===== src/rtl/uart_tx_fifo.sv =====
// uart_tx_fifo: FIFO-buffered UART transmitter with configurable frame format and exact baud timing
module uart_tx_fifo #(
  parameter int CLK_DIV    = 10416,
  parameter int DATA_BITS  = 8,
  parameter int PARITY     = 0,
  parameter int STOP_BITS  = 1,
  parameter int FIFO_DEPTH = 4,
  parameter int AW         = $clog2(FIFO_DEPTH)
) (
  input  logic                 clk,
  input  logic                 rst_n,
  input  logic [DATA_BITS-1:0] tx_data,
  input  logic                 tx_valid,
  output logic                 tx_ready,
  output logic                 uart_tx,
  output logic                 busy,
  output logic [AW:0]          fifo_count
);
  localparam int BW = $clog2(CLK_DIV);
  localparam logic [BW-1:0] BAUD_MAX = BW'(CLK_DIV - 1);
  localparam logic [AW:0] FULL = (AW+1)'(FIFO_DEPTH);
  typedef enum logic [2:0] {IDLE, START, DATA, PAR_BIT, STOP} state_t;
  state_t r_state, w_next;
  logic [DATA_BITS-1:0] r_mem [FIFO_DEPTH];
  logic [DATA_BITS-1:0] r_shift;
  logic [AW-1:0] r_wp, r_rp;
  logic [AW:0] r_cnt;
  logic [BW-1:0] r_baud;
  logic [3:0] r_bit;
  logic r_par, r_tx, r_busy;
  logic w_empty, w_tick, w_pop, w_push, w_adv, w_tx;
  assign w_empty = r_cnt == '0;
  assign tx_ready = r_cnt != FULL;
  assign w_tick = r_baud == BAUD_MAX;
  // a full FIFO still takes a word on the edge that pops the head
  assign w_push = tx_valid && (tx_ready || w_pop);
  assign w_adv = w_pop || (r_state != IDLE && w_tick);
  assign w_tx = w_next == START ? 1'b0 :
                w_next == DATA ? (r_state == DATA ? r_shift[1] : r_shift[0]) :
                w_next == PAR_BIT ? r_par ^ (PARITY == 1) : 1'b1;
  assign uart_tx = r_tx;
  assign busy = r_busy;
  assign fifo_count = r_cnt;
  always_comb begin
    w_next = r_state;
    w_pop = 1'b0;
    case (r_state)
      IDLE: begin
        w_pop = !w_empty;
        w_next = w_empty ? IDLE : START;
      end
      START: w_next = w_tick ? DATA : START;
      DATA: if (w_tick && r_bit == 4'(DATA_BITS - 1)) w_next = PARITY != 0 ? PAR_BIT : STOP;
      PAR_BIT: w_next = w_tick ? STOP : PAR_BIT;
      STOP: if (w_tick && r_bit == 4'(STOP_BITS - 1)) begin
        w_pop = !w_empty;
        w_next = w_empty ? IDLE : START;
      end
      default: w_next = IDLE;
    endcase
  end
  always_ff @(posedge clk) r_state <= !rst_n ? IDLE : w_next;
  always_ff @(posedge clk) begin
    if (!rst_n) begin
      r_wp <= '0;
      r_rp <= '0;
      r_cnt <= '0;
      r_baud <= '0;
      r_bit <= '0;
      r_shift <= '0;
      r_par <= 1'b0;
      r_tx <= 1'b1;
      r_busy <= 1'b0;
    end else begin
      r_wp <= r_wp + AW'(w_push);
      r_rp <= r_rp + AW'(w_pop);
      r_cnt <= r_cnt + (AW+1)'(w_push) - (AW+1)'(w_pop);
      r_baud <= (r_state == IDLE || w_tick) ? '0 : r_baud + 1'b1;
      r_bit <= w_next != r_state ? '0 : r_bit + 4'(w_tick);
      r_tx <= w_adv ? w_tx : r_tx;
      r_busy <= w_next != IDLE;
      if (w_pop) begin
        r_shift <= r_mem[r_rp];
        r_par <= ^r_mem[r_rp];
      end else if (r_state == DATA && w_tick) r_shift <= r_shift >> 1;
    end
  end
  always_ff @(posedge clk) if (w_push) r_mem[r_wp] <= tx_data;
endmodule


===== config.mk =====
export PLATFORM = sky130hd
export DESIGN_NAME = uart_tx_fifo
export DESIGN_NICKNAME = d
export VERILOG_FILES = /design/src/rtl/uart_tx_fifo.sv
export SDC_FILE = /design/constraint.sdc
export NUM_CORES = 1
export LEC_CHECK = 0
export CAP_MARGIN = 10
export CORE_MARGIN = 2
export CORE_UTILIZATION = 45
export CTS_CLUSTER_DIAMETER = 150
export DETAILED_ROUTE_END_ITERATION = 8
export GPL_TIMING_DRIVEN = 0
export PLACE_DENSITY = 0.65
export SKIP_CTS_REPAIR_TIMING = 1
export SYNTH_ARGS = -nofsm -noshare
export SYNTH_HDL_FRONTEND = slang
export SYNTH_SLANG_ARGS = --single-unit

===== constraint.sdc =====
create_clock -name clk -period 3.8 [get_ports clk]
set_input_delay 0.38 -clock clk [delete_from_list [all_inputs] [get_ports clk]]
set_output_delay 0.38 -clock clk [all_outputs]
set_load 0.01 [all_outputs]

==> results.py, run 1 <==
metrics = {
    "sta": {
        "hold_violations": 0,
        "slew_headroom_pct": 55.8,
        "worstMarginPinSlew_ps": 662,
        "holdWs_ps": 463,
        "fin_crit_sh_pct": 92.6,
        "clock.fmax_mhz": 284,
        "finalSetupViolCount": 0,
        "min_period_ps": 3520,
        "finalClockSkew_ps": 7.82,
        "drv_slew": 0,
        "fin_ws_ps": 280,
        "rsz0062_at_grt": "false",
    },
    "cells_and_area": {
        "drive_gt1_share_pct": 13.8,
        "num_antenna_cells": 0,
        "stdcell_count": 353,
        "fin_util_pct": 54.5,
        "layout_commonest_cell": "dfxtp_1",
        "nets": 290,
        "layout_common_cells": "dfxtp_1 (38), edfxtp_1 (32), nor2_1 (23), nand2_1 (16), clkdlybuf4s50_1 (16)",
        "n_fill_cell": 562,
        "syn_to_final_growth_pct": 17.8,
    },
    "clock_network": {
        "cts_tree": "done",
        "h-tree-depth": 3,
        "clk_path_buf_depth": 2,
        "numClockSinks": 70,
        "clock_latency_ps": 340,
        "clkTransAtPathRegs_ps": 70,
        "root_buffer": "clkbuf_8",
        "cts_buffers": 9,
    },
    "route": {
        "avgRoutedWirePerCell_um": 15.2,
        "antenna_left": 0,
        "totalWireLength_mm": 5.36,
        "first_iter_violations": 105,
        "firstDrtPassIters": 4,
        "drt-vias-per-instance": 5.46,
        "drc": 0,
        "via_count": 1928,
    },
    "synthesis": {
        "yosysWarnings": 0,
        "synth_ff_type": "dfxtp_1",
        "synth_nets": 260,
        "async_flop_share_pct": 0,
        "synth_edf_count": 32,
        "synthCells": 241,
        "yosysSeqAreaShare_pct": 59.0,
        "synth.distinct_cells": 45,
        "synth_seq_cells": 70,
        "syn_area_per_cell_sq_um": 12.1,
        "syn_area_sq_um": 2920,
    },
    "die": {
        "die_w_um": 84.5,
        "rows": 29,
        "ios": 17,
        "die_area_sq_um": 7150,
        "fp.dieH_um": 84.5,
        "start_util_pct": 46.2,
        "core_sq_um": 6310,
    },
    "setup_path": {
        "r2r_cells": 15,
        "slowest_stage": "or4_1",
        "r2r-end": "fifo_count[2]",
        "r2r_setup_slack_ps": 280,
        "critPathKind": "flip-flop to flip-flop",
        "arrival_ps": 3740,
        "crit_chain": "or4_1 -> or4_1 -> buf_2 -> clkinv_2 -> a21o_4 -> a21oi_2 -> nand2b_1 -> ha_1 -> inv_1 -> ha_1 -> inv_1 -> fa_1 -> xor2_1 -> xnor2_1 -> nor2_1",
        "startpoint_type": "flip-flop",
        "crit_required_ps": 4020,
        "path_max_fanout": 9,
        "r2r-start": "r_baud[6]",
        "cp-end-kind": "flip-flop",
        "cp_slowest_stage_delay_ps": 500,
    },
    "place": {
        "gp_congestion": 0.759,
        "dp_hpwl_mm": 3.77,
        "placed_cells": 337,
        "place_ws_ps": 269,
        "port_buffers": 16,
    },
    "global_routing": {
        "grt_pass1_wl_mm": 9.15,
        "grt_pass1_vias": 1918,
        "grt_overflow": 0,
        "grt_start_max_net_pins": 14,
        "antenna_found_initial": 0,
        "track_usage_pct": 16.4,
    },
    "pwr": {
        "power.density_nw_per_um2": 614,
        "p_total_uw": 2110,
        "leakage_uw": 0.00118,
        "vdd_drop_max_mv": 0.337,
    },
    "hold_path": {
        "hold-path-endpoint": "r_baud[0]",
        "holdPathStages": 1,
        "holdCritStartpoint": "r_baud[0]",
        "hold_class": "flip-flop to flip-flop",
    },
    "outcome": {
        "status": "finished clean",
    },
    "run": {
        "drv_cap": 0,
    },
}
[layer usage]
layer | up-vias | track usage (%) | wire length, um
met5 | - | 0 | 0
met4 | 0 | 6.78 | 70
met3 | 8 | 4.72 | 196
li1 | 953 | - | -
met2 | 28 | 25.3 | 2460
met1 | 939 | 21.9 | 2630
[critical path: cells and delay by family (launching register included)]
family / cells / cell delay (ps)
XOR/XNOR: 2 / 310
buffers and inverters: 4 / 400
AO/OA/AOI/OAI: 2 / 300
flip-flops: 1 / 360
AND/OR/NAND/NOR: 4 / 1240
adder cells (fa/ha/maj): 3 / 790
[metrics by stage]
stage / area, sq um / TNS [ps]
after floorplan: 2920 / 0
after global placement: 3180 / -1350
after detailed placement: 3220 / 0
after CTS: 3440 / 0
after global routing: 3440 / 0
final: 3440 / 0
[synth_stat cells, types with 2 or more instances]
cell type / n / area share [%]
ha_1: 7 / 3.0
buf_2: 3 / 0.51
inv_1: 8 / 1.0
or3_1: 3 / 0.64
nor3b_1: 3 / 0.77
dfxtp_1: 38 / 26
xor2_1: 7 / 2.1
nor4bb_1: 2 / 0.69
o21ai_0: 3 / 0.51
nand3_1: 6 / 1.0
a31oi_1: 5 / 1.1
and2_1: 3 / 0.64
nor3_1: 4 / 0.69
nor2_1: 23 / 3.0
o31ai_1: 5 / 1.3
a21oi_1: 12 / 2.1
and3_1: 2 / 0.43
o211ai_1: 5 / 1.3
xnor2_1: 9 / 2.7
nand2b_1: 5 / 1.1
edfxtp_1: 32 / 33
nand4_1: 5 / 1.1
or4_1: 2 / 0.51
mux4_2: 8 / 6.2
nand2_1: 16 / 2.1
clkbuf_1: 4 / 0.51
a32oi_1: 3 / 0.90
[final cells by class]
cell class / instances / area (sq um) / share of cell area [%]
Sequential cell: 70 / 1720 / 50.1
Multi-Input combinational cell: 153 / 1140 / 33.3
Timing Repair Buffer: 19 / 183 / 5.31
Clock buffer: 10 / 128 / 3.71
Tap cell: 77 / 96.3 / 2.80
Clock inverter: 6 / 93.8 / 2.73
Inverter: 10 / 38.8 / 1.13
Buffer: 8 / 33.8 / 0.983
[logic make-up (layout without fill, tap and decap cells)]
group           Yosys count  in the layout  synth area share [%]
simple gates             82             82                  14.7
flops                    70             70                  59.0
compound gates           39             39                  9.13
buf+inv                  18             53                  2.49
xor+xnor                 16             16                  4.80
fa+ha+maj                 8              8                  3.69
mux                       8              8                  6.17
[how the worst max path moves through the flow]
stage	endpoint	cells after the start	from	slack, ps
floorplan	fifo_count[2]	15	r_baud[12]	590
global placement	r_mem[1][7]	7	r_baud[6]	-90
detailed placement	fifo_count[2]	15	r_baud[6]	270
CTS	fifo_count[2]	15	r_baud[6]	250
global route	fifo_count[2]	15	r_baud[6]	70
finish	fifo_count[2]	15	r_baud[6]	280
[where the power goes]
group	internal (uW)	switching [uW]	leakage, uW
sequential	890	61.0	0.000604
clock	374	290	0.000107
combinational	236	261	0.000469
[sequential cells by signal, summed over array words and instances (netlist names)]
signal and count:
r_mem 32, r_rp 2, busy 1, r_baud 14
r_shift 8, r_bit 4, r_wp 2, uart_tx 1
fifo_count 3, r_state 3
Note: power is estimated with default switching activity, not from simulation.
==> run 2, diff against run 1 <==
CTS_CLUSTER_SIZE = 10   (was not set)
SKIP_CTS_REPAIR_TIMING = not set   (was 1)
==> results of run 2 <==
The final DEF is identical to that of run 1; final timing and power are the same.
